**src/rtl/pipeline_ctrl.sv**
```systemverilog
// Pipeline hazard/interrupt controller: stall, flush, PC-write and operand-forward selects.
// Optional feature: define PIPELINE_FORWARD_EN to enable EX/MEM operand forwarding (load-use stall only).
module pipeline_ctrl (
    input  logic       clk,
    input  logic       reset,
    input  logic [4:0] ID_Rs,
    input  logic [4:0] ID_Rt,
    input  logic       ID_UsesRs,
    input  logic       ID_UsesRt,
    input  logic       ID_Jump,
    input  logic [4:0] EX_Rw,
    input  logic [4:0] MEM_Rw,
    input  logic       EX_RegWr,
    input  logic       MEM_RegWr,
    input  logic       EX_MemRd,
    input  logic       EX_BranchTaken,
    input  logic       IRQ,
    input  logic       ERet,
    output logic       PC_Wr,
    output logic       IF_ID_Stall,
    output logic       IF_ID_Flush,
    output logic       ID_EX_Flush,
    output logic       EX_MEM_Flush,
    output logic       IRQ_Take,
    output logic       InKernel,
    output logic [1:0] FwdA,
    output logic [1:0] FwdB
);

    typedef enum logic [1:0] {S_RUN, S_STALL, S_IRQ} state_t;

    state_t     state, state_next;
    logic [1:0] cnt, cnt_next;
    logic [1:0] stall_load;
    logic       stall_cond, stall_now, irq_sample;
    logic       rs_ex, rt_ex, rs_mem, rt_mem, ex_match;

    // Register 0 is hardwired, so it never creates a dependency.
    assign rs_ex    = ID_UsesRs && (ID_Rs != 5'd0) && (ID_Rs == EX_Rw);
    assign rt_ex    = ID_UsesRt && (ID_Rt != 5'd0) && (ID_Rt == EX_Rw);
    assign rs_mem   = ID_UsesRs && (ID_Rs != 5'd0) && (ID_Rs == MEM_Rw);
    assign rt_mem   = ID_UsesRt && (ID_Rt != 5'd0) && (ID_Rt == MEM_Rw);
    assign ex_match = rs_ex || rt_ex;

`ifdef PIPELINE_FORWARD_EN
    logic [1:0] fwd_a_next, fwd_b_next;

    assign stall_cond = EX_MemRd && EX_RegWr && ex_match;
    assign stall_load = 2'd1;

    always_comb begin
        fwd_a_next = 2'b00;
        fwd_b_next = 2'b00;
        if (rs_ex && EX_RegWr && !EX_MemRd)
            fwd_a_next = 2'b01;
        else if (rs_mem && MEM_RegWr)
            fwd_a_next = 2'b10;
        if (rt_ex && EX_RegWr && !EX_MemRd)
            fwd_b_next = 2'b01;
        else if (rt_mem && MEM_RegWr)
            fwd_b_next = 2'b10;
    end
`else
    logic mem_match;
    logic unused_in;

    assign mem_match  = rs_mem || rt_mem;
    assign unused_in  = EX_MemRd;
    assign stall_cond = (EX_RegWr && ex_match) || (MEM_RegWr && mem_match);
    assign stall_load = (EX_RegWr && ex_match) ? 2'd2 : 2'd1;
`endif

    assign irq_sample = (state == S_RUN) && !InKernel && !stall_cond &&
                        !EX_BranchTaken && IRQ && !ERet;

    assign EX_MEM_Flush = !reset;

    // The detecting RUN cycle is the first stall cycle; STALL covers only the remainder.
    always_comb begin
        state_next  = state;
        cnt_next    = cnt;
        stall_now   = 1'b0;
        PC_Wr       = 1'b1;
        IF_ID_Stall = 1'b0;
        IF_ID_Flush = 1'b0;
        ID_EX_Flush = 1'b0;
        IRQ_Take    = 1'b0;

        case (state)
            S_RUN: begin
                if (stall_cond) begin
                    stall_now  = 1'b1;
                    cnt_next   = stall_load - 2'd1;
                    state_next = (stall_load > 2'd1) ? S_STALL : S_RUN;
                end else begin
                    if (ID_Jump)
                        IF_ID_Flush = 1'b1;
                    if (irq_sample)
                        state_next = S_IRQ;
                end
            end
            S_STALL: begin
                stall_now = 1'b1;
                cnt_next  = cnt - 2'd1;
                if (cnt <= 2'd1)
                    state_next = S_RUN;
            end
            S_IRQ: begin
                IRQ_Take    = 1'b1;
                IF_ID_Flush = 1'b1;
                ID_EX_Flush = 1'b1;
                state_next  = S_RUN;
            end
            default: state_next = S_RUN;
        endcase

        if (stall_now) begin
            PC_Wr       = 1'b0;
            IF_ID_Stall = 1'b1;
            ID_EX_Flush = 1'b1;
            IF_ID_Flush = 1'b0;
        end

        if (EX_BranchTaken) begin
            stall_now   = 1'b0;
            PC_Wr       = 1'b1;
            IF_ID_Stall = 1'b0;
            IF_ID_Flush = 1'b1;
            ID_EX_Flush = 1'b1;
            state_next  = S_RUN;
            cnt_next    = '0;
        end

        if (!reset) begin
            PC_Wr       = 1'b0;
            IF_ID_Stall = 1'b0;
            IF_ID_Flush = 1'b1;
            ID_EX_Flush = 1'b1;
            IRQ_Take    = 1'b0;
            state_next  = S_RUN;
            cnt_next    = '0;
        end
    end

    always_ff @(posedge clk or negedge reset) begin
        if (!reset) begin
            state    <= S_RUN;
            cnt      <= '0;
            InKernel <= 1'b0;
            FwdA     <= '0;
            FwdB     <= '0;
        end else begin
            state <= state_next;
            cnt   <= cnt_next;
            if (state == S_IRQ)
                InKernel <= 1'b1;
            else if (ERet && InKernel)
                InKernel <= 1'b0;
`ifdef PIPELINE_FORWARD_EN
            // A stall edge pushes a bubble into EX, so nothing is forwarded.
            FwdA <= stall_now ? 2'b00 : fwd_a_next;
            FwdB <= stall_now ? 2'b00 : fwd_b_next;
`else
            FwdA <= '0;
            FwdB <= '0;
`endif
        end
    end

endmodule

```
**config.mk**
```make
export PLATFORM = sky130hd
export DESIGN_NAME = pipeline_ctrl
export DESIGN_NICKNAME = d
export VERILOG_FILES = /design/src/rtl/pipeline_ctrl.sv
export SDC_FILE = /design/constraint.sdc
export NUM_CORES = 1
export LEC_CHECK = 0
export BUFFER_PORTS_ARGS = -buffer_cell sky130_fd_sc_hd__buf_2
export CAP_MARGIN = 20
export CORE_MARGIN = 5
export CORE_UTILIZATION = 42
export CTS_BUF_LIST = sky130_fd_sc_hd__clkbuf_8
export CTS_CLUSTER_DIAMETER = 60
export DETAILED_ROUTE_END_ITERATION = 6
export PLACE_DENSITY = 0.86
export SLEW_MARGIN = 30
export SYNTH_ARGS = -nofsm -noshare
export SYNTH_HDL_FRONTEND = slang
export SYNTH_SLANG_ARGS = --single-unit
```
**constraint.sdc**
```tcl
create_clock -name clk -period 1.93 [get_ports clk]
set_input_delay 0.0965 -clock clk [delete_from_list [all_inputs] [get_ports clk]]
set_output_delay 0.0965 -clock clk [all_outputs]
set_load 0.02 [all_outputs]
```
==> results of run 1 <==
==> cell usage after synthesis <==
cell,count
xor2_1,12
xnor2_1,8
inv_1,6
dfrtp_1,5
nor3_1,5
buf_4,4
a21oi_1,3
nand4_1,3
nor4_1,3
nor2_1,2
o21a_1,2
or4_1,2
a221o_1,1
a31o_1,1
a31o_2,1
a41o_1,1
conb_1,1
ha_1,1
nand2_1,1
nand2_2,1
nand2b_1,1
nand4b_2,1
nor3_4,1
nor4b_1,1
o211a_1,1
o21ai_1,1
o22ai_1,1
o31a_1,1
o31ai_1,1
o41a_1,1
==> power breakdown <==
part,switching [µW],internal (µW)
clock,51.4,136
combinational,79.1,71.8
sequential,1.80,107
==> cells by family after synthesis <==
kind of cell / Yosys count / synth area share
fa+ha+maj: 1 / 0.0200
flops: 5 / 0.200
xor+xnor: 20 / 0.279
buf+inv: 10 / 0.0838
other cells: 1 / 0.00598
compound gates: 15 / 0.186
simple gates: 21 / 0.226
==> flip-flops by register name, indices dropped and copies added (netlist names) <==
signal and count:
InKernel 1, cnt 2, state 2
==> stage by stage <==
step	instances	setup TNS (ns)	hold slack [ns]
after floorplan	76	0	-0.199
after global placement	132	0	-0.0655
after detailed placement	132	-0.00120	-0.0613
after CTS	138	0	0.0735
after global routing	139	-0.00940	0.0750
final	139	0	0.0765
==> layout make-up <==
class                   count  area [µm²]
clock inverters             1        3.75
well taps                  16        20.0
clock buffers               3        41.3
repair buffers             47         268
flip-flops and latches      5         125
fillers                   128         490
multi-input cells          61         483
inverters                   6        22.5
==> routing by layer <==
| metal | global-route usage | vias to the layer above | share of wire |
|---|---|---|---|
| li1 | - | 361 | - |
| met1 | 0.168 | 330 | 0.36 |
| met2 | 0.276 | 39 | 0.50 |
| met5 | 0 | - | 0 |
| met4 | 0.0942 | 0 | 0.019 |
| met3 | 0.0521 | 3 | 0.11 |
==> repair_timing <==
action	CTS	global route
gates resized for setup	0	5
hold endpoints to repair	5	0
hold buffers	1	0
pin swaps	1	3
endpoints found under the setup margin	1	2
buffers inserted	1	1
==> final timing paths <==
| kind | from | cells after the start | endpoint | slack [ns] |
|---|---|---|---|---|
| setup / recovery | ID_Rs[1] | 8 | IF_ID_Flush | 0.07 |
| setup reg to reg | state[0] | 5 | cnt[1] | 0.49 |
| min in group asynchronous | reset | 2 | cnt[1] | 0.24 |
| hold reg to reg | cnt[1] | 1 | cnt[1] | 0.50 |
| max in group asynchronous | reset | 2 | state[1] | 1.53 |
| hold / removal | ERet | 2 | InKernel | 0.08 |
==> impl_metrics.toml, run 1 <==
[synth]
ys_seq_area_frac = 0.200
synth_warnings = 0
yosys-top-cells-area = "dfrtp_1, xor2_1, xnor2_1, buf_4, nor3_1"
ys_types = 30
synthCells = 73
avgSynthCellArea_um2 = 8.59
synth_area_um2 = 627
yosys.area.top_type = "dfrtp_1"
yosysTopAreaCellShare = 0.200
synth_seq_cells = 5

[routing]
wl_per_cell_um = 13.9
vias = 733
wl_um = 1930
avgViaCountPerCell = 5.27
drc = 0
drt_first_pass_iters = 3
initialDrtViolationCount = 3
ant_nets = 0

[global_routing]
antenna_found_initial = 0
grt_use_total = 0.161
grt_pass1_wl_um = 3060
grt_pass1_vias = 752
grt_max_degree = 9
grt_remaining_overflow = 0

[timing]
finalHoldViolations = 0
setup_viol = 0
max_freq_mhz = 538
finClkSkew_ns = 0.000577
setup_slack_ns = 0.0721
finalCriticalPeriod_ns = 1.86
final_max_slew_viol_count = 0
fin_crit_sh = 0.963

[layout]
final_cell_mix = "buf_2, xor2_1, buf_4"
drive_gt1_frac = 0.455
fin_area_um2 = 963
final_util = 0.663
final_common_cell = "buf_2"
syn2layout_area_growth_pct = 53.7
antenna_cells = 0
nets = 156

[place]
port_buffers = 36
hpwl_um = 1560
pre_cts_slack_ns = -0.00120
placed_area_um2 = 868
gp_congestion = 0.914

[power]
power_density_nw_per_um2 = 465
peakVddDrop_v = 0.000366
power_uw = 448
leakage_uw = 0.000489

[critical_path]
cp_num_buf_inv = 2
start_kind = "input pin"
cp_cell_sequence = "buf_2, or4_4, o21ai_2, nand4b_4, nand2_2, nor3_4, a221o_1, buf_4"
critPathTopFamily = "simple AND/OR/NAND/NOR gates"
cpPeakStageDelay_ns = 0.53
cp-end-kind = "output port"
cp_slowest_cell = "or4_4"
worstPathArrival_ns = 1.76
worst-path-max-fanout = 6
required_ns = 1.83
critical_path_class = "in -> out"

[clocking]
numCtsBuffers = 3
insertion_delay_ns = 0.22
cts_tree = "done"
cts_buffer_depth = 2
cts.clk_slew.worst_paths_ns = 0.03
cts_sinks = 5
ctsRootBufferMaster = "clkbuf_8"
cts.htree.levels = 1

[floorplanning]
rows = 14
core_area_um2 = 1450
die-area_um2 = 2360
die_y_um = 48.6
io_pins = 42
floorplan.initialDensity = 0.431
dieWidth_um = 48.6

[worst_hold_path]
holdCritPathClass = "in -> reg"

[outcome]
status = "complete, no violations"

[run]
drv_cap = 0
Note: power is estimated with default switching activity, not from simulation.
==> run 2: changes to the inputs <==
--- a/config.mk
+++ b/config.mk
@@ -13,6 +13,7 @@
 export CTS_CLUSTER_DIAMETER = 60
 export DETAILED_ROUTE_END_ITERATION = 6
 export PLACE_DENSITY = 0.86
+export REMOVE_ABC_BUFFERS = 1
 export SLEW_MARGIN = 30
 export SYNTH_ARGS = -nofsm -noshare
 export SYNTH_HDL_FRONTEND = slang
==> constraint.sdc (replaced) <==
create_clock -name clk -period 1.9 [get_ports clk]
set_input_delay 0.095 -clock clk [delete_from_list [all_inputs] [get_ports clk]]
set_output_delay 0.095 -clock clk [all_outputs]
set_load 0.02 [all_outputs]
==> run 2 against run 1 <==
Net effect:
- sequential power about the same
- power up 2.5%
- register-to-register slack better by 0.06 ns
- highest routed layer unchanged
- worst setup slack worse by 0.016 ns
- non-clock buffer count down 2
- first-iteration DRC count rose to 4.3 times the previous value
- worst hold slack better by 0.0092 ns
- clock power about the same
- clock skew up 0.0016 ns
==> impl_metrics.toml, run 2 (synthesized netlist as in run 1, its figures left out) <==
[outcome]
status = "complete, no violations"

[timing]
fin_crit_sh = 0.970
slew_headroom = 0.669
worst_slew_pin_slew_ns = 0.493
finalHoldViolations = 0
grt_setup_unrepaired = "yes"
max_freq_mhz = 542
finalSetupTns_ns = 0
final_max_slew_viol_count = 0
finClkSkew_ns = 0.00222
setup_viol = 0
finalCriticalPeriod_ns = 1.84
setup_slack_ns = 0.0566

[layout]
drive_gt1_frac = 0.438
nets = 154
reg.largest.list = "cnt: 2 flops, state: 2 flops, InKernel: 1 flops"
final_cell_mix = "buf_2, xor2_1, xnor2_1, buf_4, inv_1"
final_common_cell = "buf_2"
antenna_cells = 0
syn2layout_area_growth_pct = 55.1
fillers = 125

[power]
leakage_uw = 0.000489
power_density_nw_per_um2 = 472
peakVddDrop_v = 0.000388

[routing]
initialDrtViolationCount = 13
drc = 0
drt_first_pass_iters = 4
vias = 769
wl_um = 2090
ant_nets = 0
avgViaCountPerCell = 5.61
wl_per_cell_um = 15.2

[critical_path]
cp_slowest_cell = "nor4_1"
worst-path-max-fanout = 6
cp-end-kind = "output port"
start_kind = "input pin"
cpPeakStageDelay_ns = 0.48
worstPathArrival_ns = 1.75
reg2regPathDepth = 4
critical_path_class = "in -> out"
required_ns = 1.80
cp_cell_sequence = "buf_6, buf_4, xor2_1, nor4_1, nand4b_4, nand2_2, nor3_4, a221o_1, buf_6"
crit_path_frequent_cell = "buf_6"

[floorplanning]
die_y_um = 48.6
core_area_um2 = 1450
rows = 14
floorplan.initialDensity = 0.431
die-area_um2 = 2360
dieWidth_um = 48.6
io_pins = 42

[worst_hold_path]
holdCritPathClass = "in -> reg"
holdPathStages = 2

[global_routing]
antenna_found_initial = 0
grt_remaining_overflow = 0
grt_use_total = 0.168
grt_max_degree = 9
grt_pass1_vias = 756
grt_pass1_wl_um = 3210

[place]
pre_cts_slack_ns = 0.0221
gp_congestion = 0.897
port_buffers = 36
hpwl_um = 1630

[run]
drv_cap = 0

[clocking]
cts.clk_slew.worst_paths_ns = 0.04
cts_buffer_depth = 2
cts_sinks = 5
cts_tree = "done"
cts.htree.levels = 1
numCtsBuffers = 3
insertion_delay_ns = 0.22
ctsRootBufferMaster = "clkbuf_8"
-- run 2: cell type report --
type                       count  area [µm²]  area share
timing repair buffer          45         275       0.283
multi-input combinational     61         484       0.498
tap                           16        20.0      0.0206
clock buffer                   3        41.3      0.0425
sequential                     5         125       0.129
clock inverter                 1        3.75     0.00386
inverter                       6        22.5      0.0232
-- run 2: through the flow --
stage          power [µW]  area (µm²)  cells  hold slack (ns)   util
2_1_floorplan         180         608     72           -0.201      -
6_report              459         972    137           0.0857  0.669
5_1_grt               486         972    137           0.0995  0.669
4_1_cts               452         923    137           0.0782  0.635
3_3_place_gp          249         868    132          -0.0713  0.597
3_5_place_dp          254         868    132          -0.0656  0.597
-- run 2: final timing paths --
path / start / end / slack, ns
setup / recovery: ID_Rs[1] / IF_ID_Flush / 0.06
hold / removal: ERet / InKernel / 0.09
setup reg to reg: state[0] / state[1] / 0.55
hold reg to reg: cnt[1] / cnt[1] / 0.50
max in group asynchronous: reset / cnt[0] / 1.51
min in group asynchronous: reset / cnt[1] / 0.23
-- run 2: what timing repair did --
item                       in CTS  in global routing
hold buffers                    1                  0
setup buffers                   0                  0
setup endpoints to repair       0                  3
gates resized for setup         0                  9
hold endpoints to repair        5                  0
-- run 2: critical path: cells and delay by family --
kind / cells / cell delay [ns]
compound gates: 1 / 0.31
xor+xnor: 1 / 0.16
buf+inv: 3 / 0.35
simple gates: 4 / 0.82
-- run 2: per-layer routing --
| metal | part of all wire | global-route usage |
|---|---|---|
| met5 | 0 | 0 |
| met4 | 0.0058 | 0.0673 |
| met3 | 0.087 | 0.0552 |
| met2 | 0.51 | 0.300 |
| met1 | 0.39 | 0.178 |
-- run 2: where the power goes --
part           internal [µW]  switching (µW)
Combinational           75.1            82.5
Sequential               109            1.76
Clock                    138            52.0
==> run 3: changes to the inputs <==
--- a/config.mk
+++ b/config.mk
@@ -7,7 +7,7 @@
 export LEC_CHECK = 0
 export BUFFER_PORTS_ARGS = -buffer_cell sky130_fd_sc_hd__buf_2
 export CAP_MARGIN = 20
-export CORE_MARGIN = 5
+export CORE_MARGIN = 8
 export CORE_UTILIZATION = 42
 export CTS_BUF_LIST = sky130_fd_sc_hd__clkbuf_8
 export CTS_CLUSTER_DIAMETER = 60
==> run 3 against run 2 <==
Net effect:
- non-clock buffer count is 5 lower
- via count shrank 8.7%
- cell area down 6.2%
- cell count is 3.6% lower
- register-to-register slack about the same
- sequential power barely moved
- sequential share of layout area grew 0.85 points
- count of clock-buffer cells in the layout did not move
- first-iteration DRC count fell by 62%
- worst setup slack better by 0.012 ns
- critical path type unchanged
==> impl_metrics.toml, run 3 (synthesized netlist as in run 1, its figures left out) <==
[clocking]
cts_sinks = 5
cts.htree.levels = 1
cts.clk_slew.worst_paths_ns = 0.03
ctsRootBufferMaster = "clkbuf_8"
cts_tree = "done"
post-cts-setup-buffers = 0
insertion_delay_ns = 0.22
cts_buffer_depth = 2
numCtsBuffers = 3

[critical_path]
timing.rr.start = "state[0]"
start_kind = "input pin"
critical_path_class = "in -> out"
cp_cell_sequence = "buf_8, or4_1, o21a_1, a41o_1, nor3_4, a221o_1, buf_6"
rr_endpoint = "cnt[0]"
worstPathArrival_ns = 1.74
r2r_slack_ns = 0.54
cpPeakStageDelay_ns = 0.52
cp-end-kind = "output port"
worst-path-max-fanout = 5
required_ns = 1.80
reg2regPathDepth = 4
cp_slowest_cell = "or4_1"

[layout]
final_common_cell = "buf_2"
drive_gt1_frac = 0.405
syn2layout_area_growth_pct = 45.5
reg.largest.list = "cnt: 2 flops, state: 2 flops, InKernel: 1 flops"
final_cell_mix = "buf_2, xor2_1, xnor2_1"
nets = 149
antenna_cells = 0
fillers = 129
fin_area_um2 = 912

[power]
leakage_uw = 0.000451
power_uw = 444
peakVddDrop_v = 0.000483
power_density_nw_per_um2 = 486

[global_routing]
grt_pass1_vias = 715
grt_pass1_wl_um = 2840
grt_max_degree = 9
grt_use_total = 0.126
antenna_found_initial = 0
grt_remaining_overflow = 0

[timing]
finalSetupTns_ns = 0
fin_crit_sh = 0.964
holdWs_ns = 0.0824
finalCriticalPeriod_ns = 1.83
final_max_slew_viol_count = 0
max_freq_mhz = 546
finalHoldViolations = 0
finClkSkew_ns = 0.000442
setup_slack_ns = 0.0689
setup_viol = 0

[floorplanning]
io_pins = 42
die-area_um2 = 2980
rows = 14
core_area_um2 = 1450
die_y_um = 54.6
floorplan.initialDensity = 0.431
dieWidth_um = 54.6

[worst_hold_path]
holdCritPathClass = "in -> reg"
holdPathStages = 2
min_to = "InKernel"
worstHoldStart = "ERet"

[routing]
initialDrtViolationCount = 5
drc = 0
wl_per_cell_um = 14.7
drt_first_pass_iters = 4
ant_nets = 0
avgViaCountPerCell = 5.32
wl_um = 1940
vias = 702

[place]
pre_cts_slack_ns = 0.0319
gp_congestion = 0.857
hpwl_um = 1600
placed_area_um2 = 831
port_buffers = 36

[outcome]
status = "complete, no violations"

[run]
drv_cap = 0
## run 3: worst max-delay path by stage
| stage | from | to | depth (start not counted) |
|---|---|---|---|
| floorplan | ID_Rt[1] | IF_ID_Flush | 5 |
| global route | ID_Rt[4] | IF_ID_Flush | 7 |
| CTS | ID_Rs[1] | IF_ID_Flush | 8 |
| finish | ID_Rt[4] | IF_ID_Flush | 7 |
| global placement | ID_Rs[1] | IF_ID_Flush | 8 |
| detailed placement | ID_Rs[1] | IF_ID_Flush | 8 |
## run 3: power breakdown
group	switching (µW)	leakage, µW	internal, µW	total, µW
clock	51.8	0.0000269	138	190
sequential	1.77	0.0000695	109	111
combinational	75.3	0.000355	67.5	143
## run 3: critical path: cells and delay by family
family | cells | cell delay, ns
compound gates | 3 | 0.65
buf+inv | 2 | 0.22
simple gates | 2 | 0.78
## run 3: repair_timing
| action | 4_1_cts | 5_1_grt |
|---|---|---|
| hold buffers | 1 | 0 |
| setup endpoints to repair | 0 | 2 |
| hold endpoints to repair | 5 | 0 |
| gates resized for setup | 0 | 8 |
## run 3: layer usage
metal,vias to the layer above,track usage,routed length (µm)
li1,344,-,-
met1,308,0.142,756
met3,4,0.0326,292
met4,0,0.0615,36
met2,46,0.213,852
met5,-,0,0
## run 3: layout make-up
class | instances | area, µm² | share of cell area
clock inverters | 1 | 3.75 | 0.00412
inverters | 6 | 22.5 | 0.0247
multi-input cells | 61 | 464 | 0.509
well taps | 16 | 20.0 | 0.0219
repair buffers | 40 | 235 | 0.258
clock buffers | 3 | 41.3 | 0.0453
flip-flops and latches | 5 | 125 | 0.137
## run 3: stage by stage
step,instances,utilization
after floorplan,72,-
after CTS,132,0.609
after global routing,132,0.627
after global placement,127,0.571
after detailed placement,127,0.571
final,132,0.627
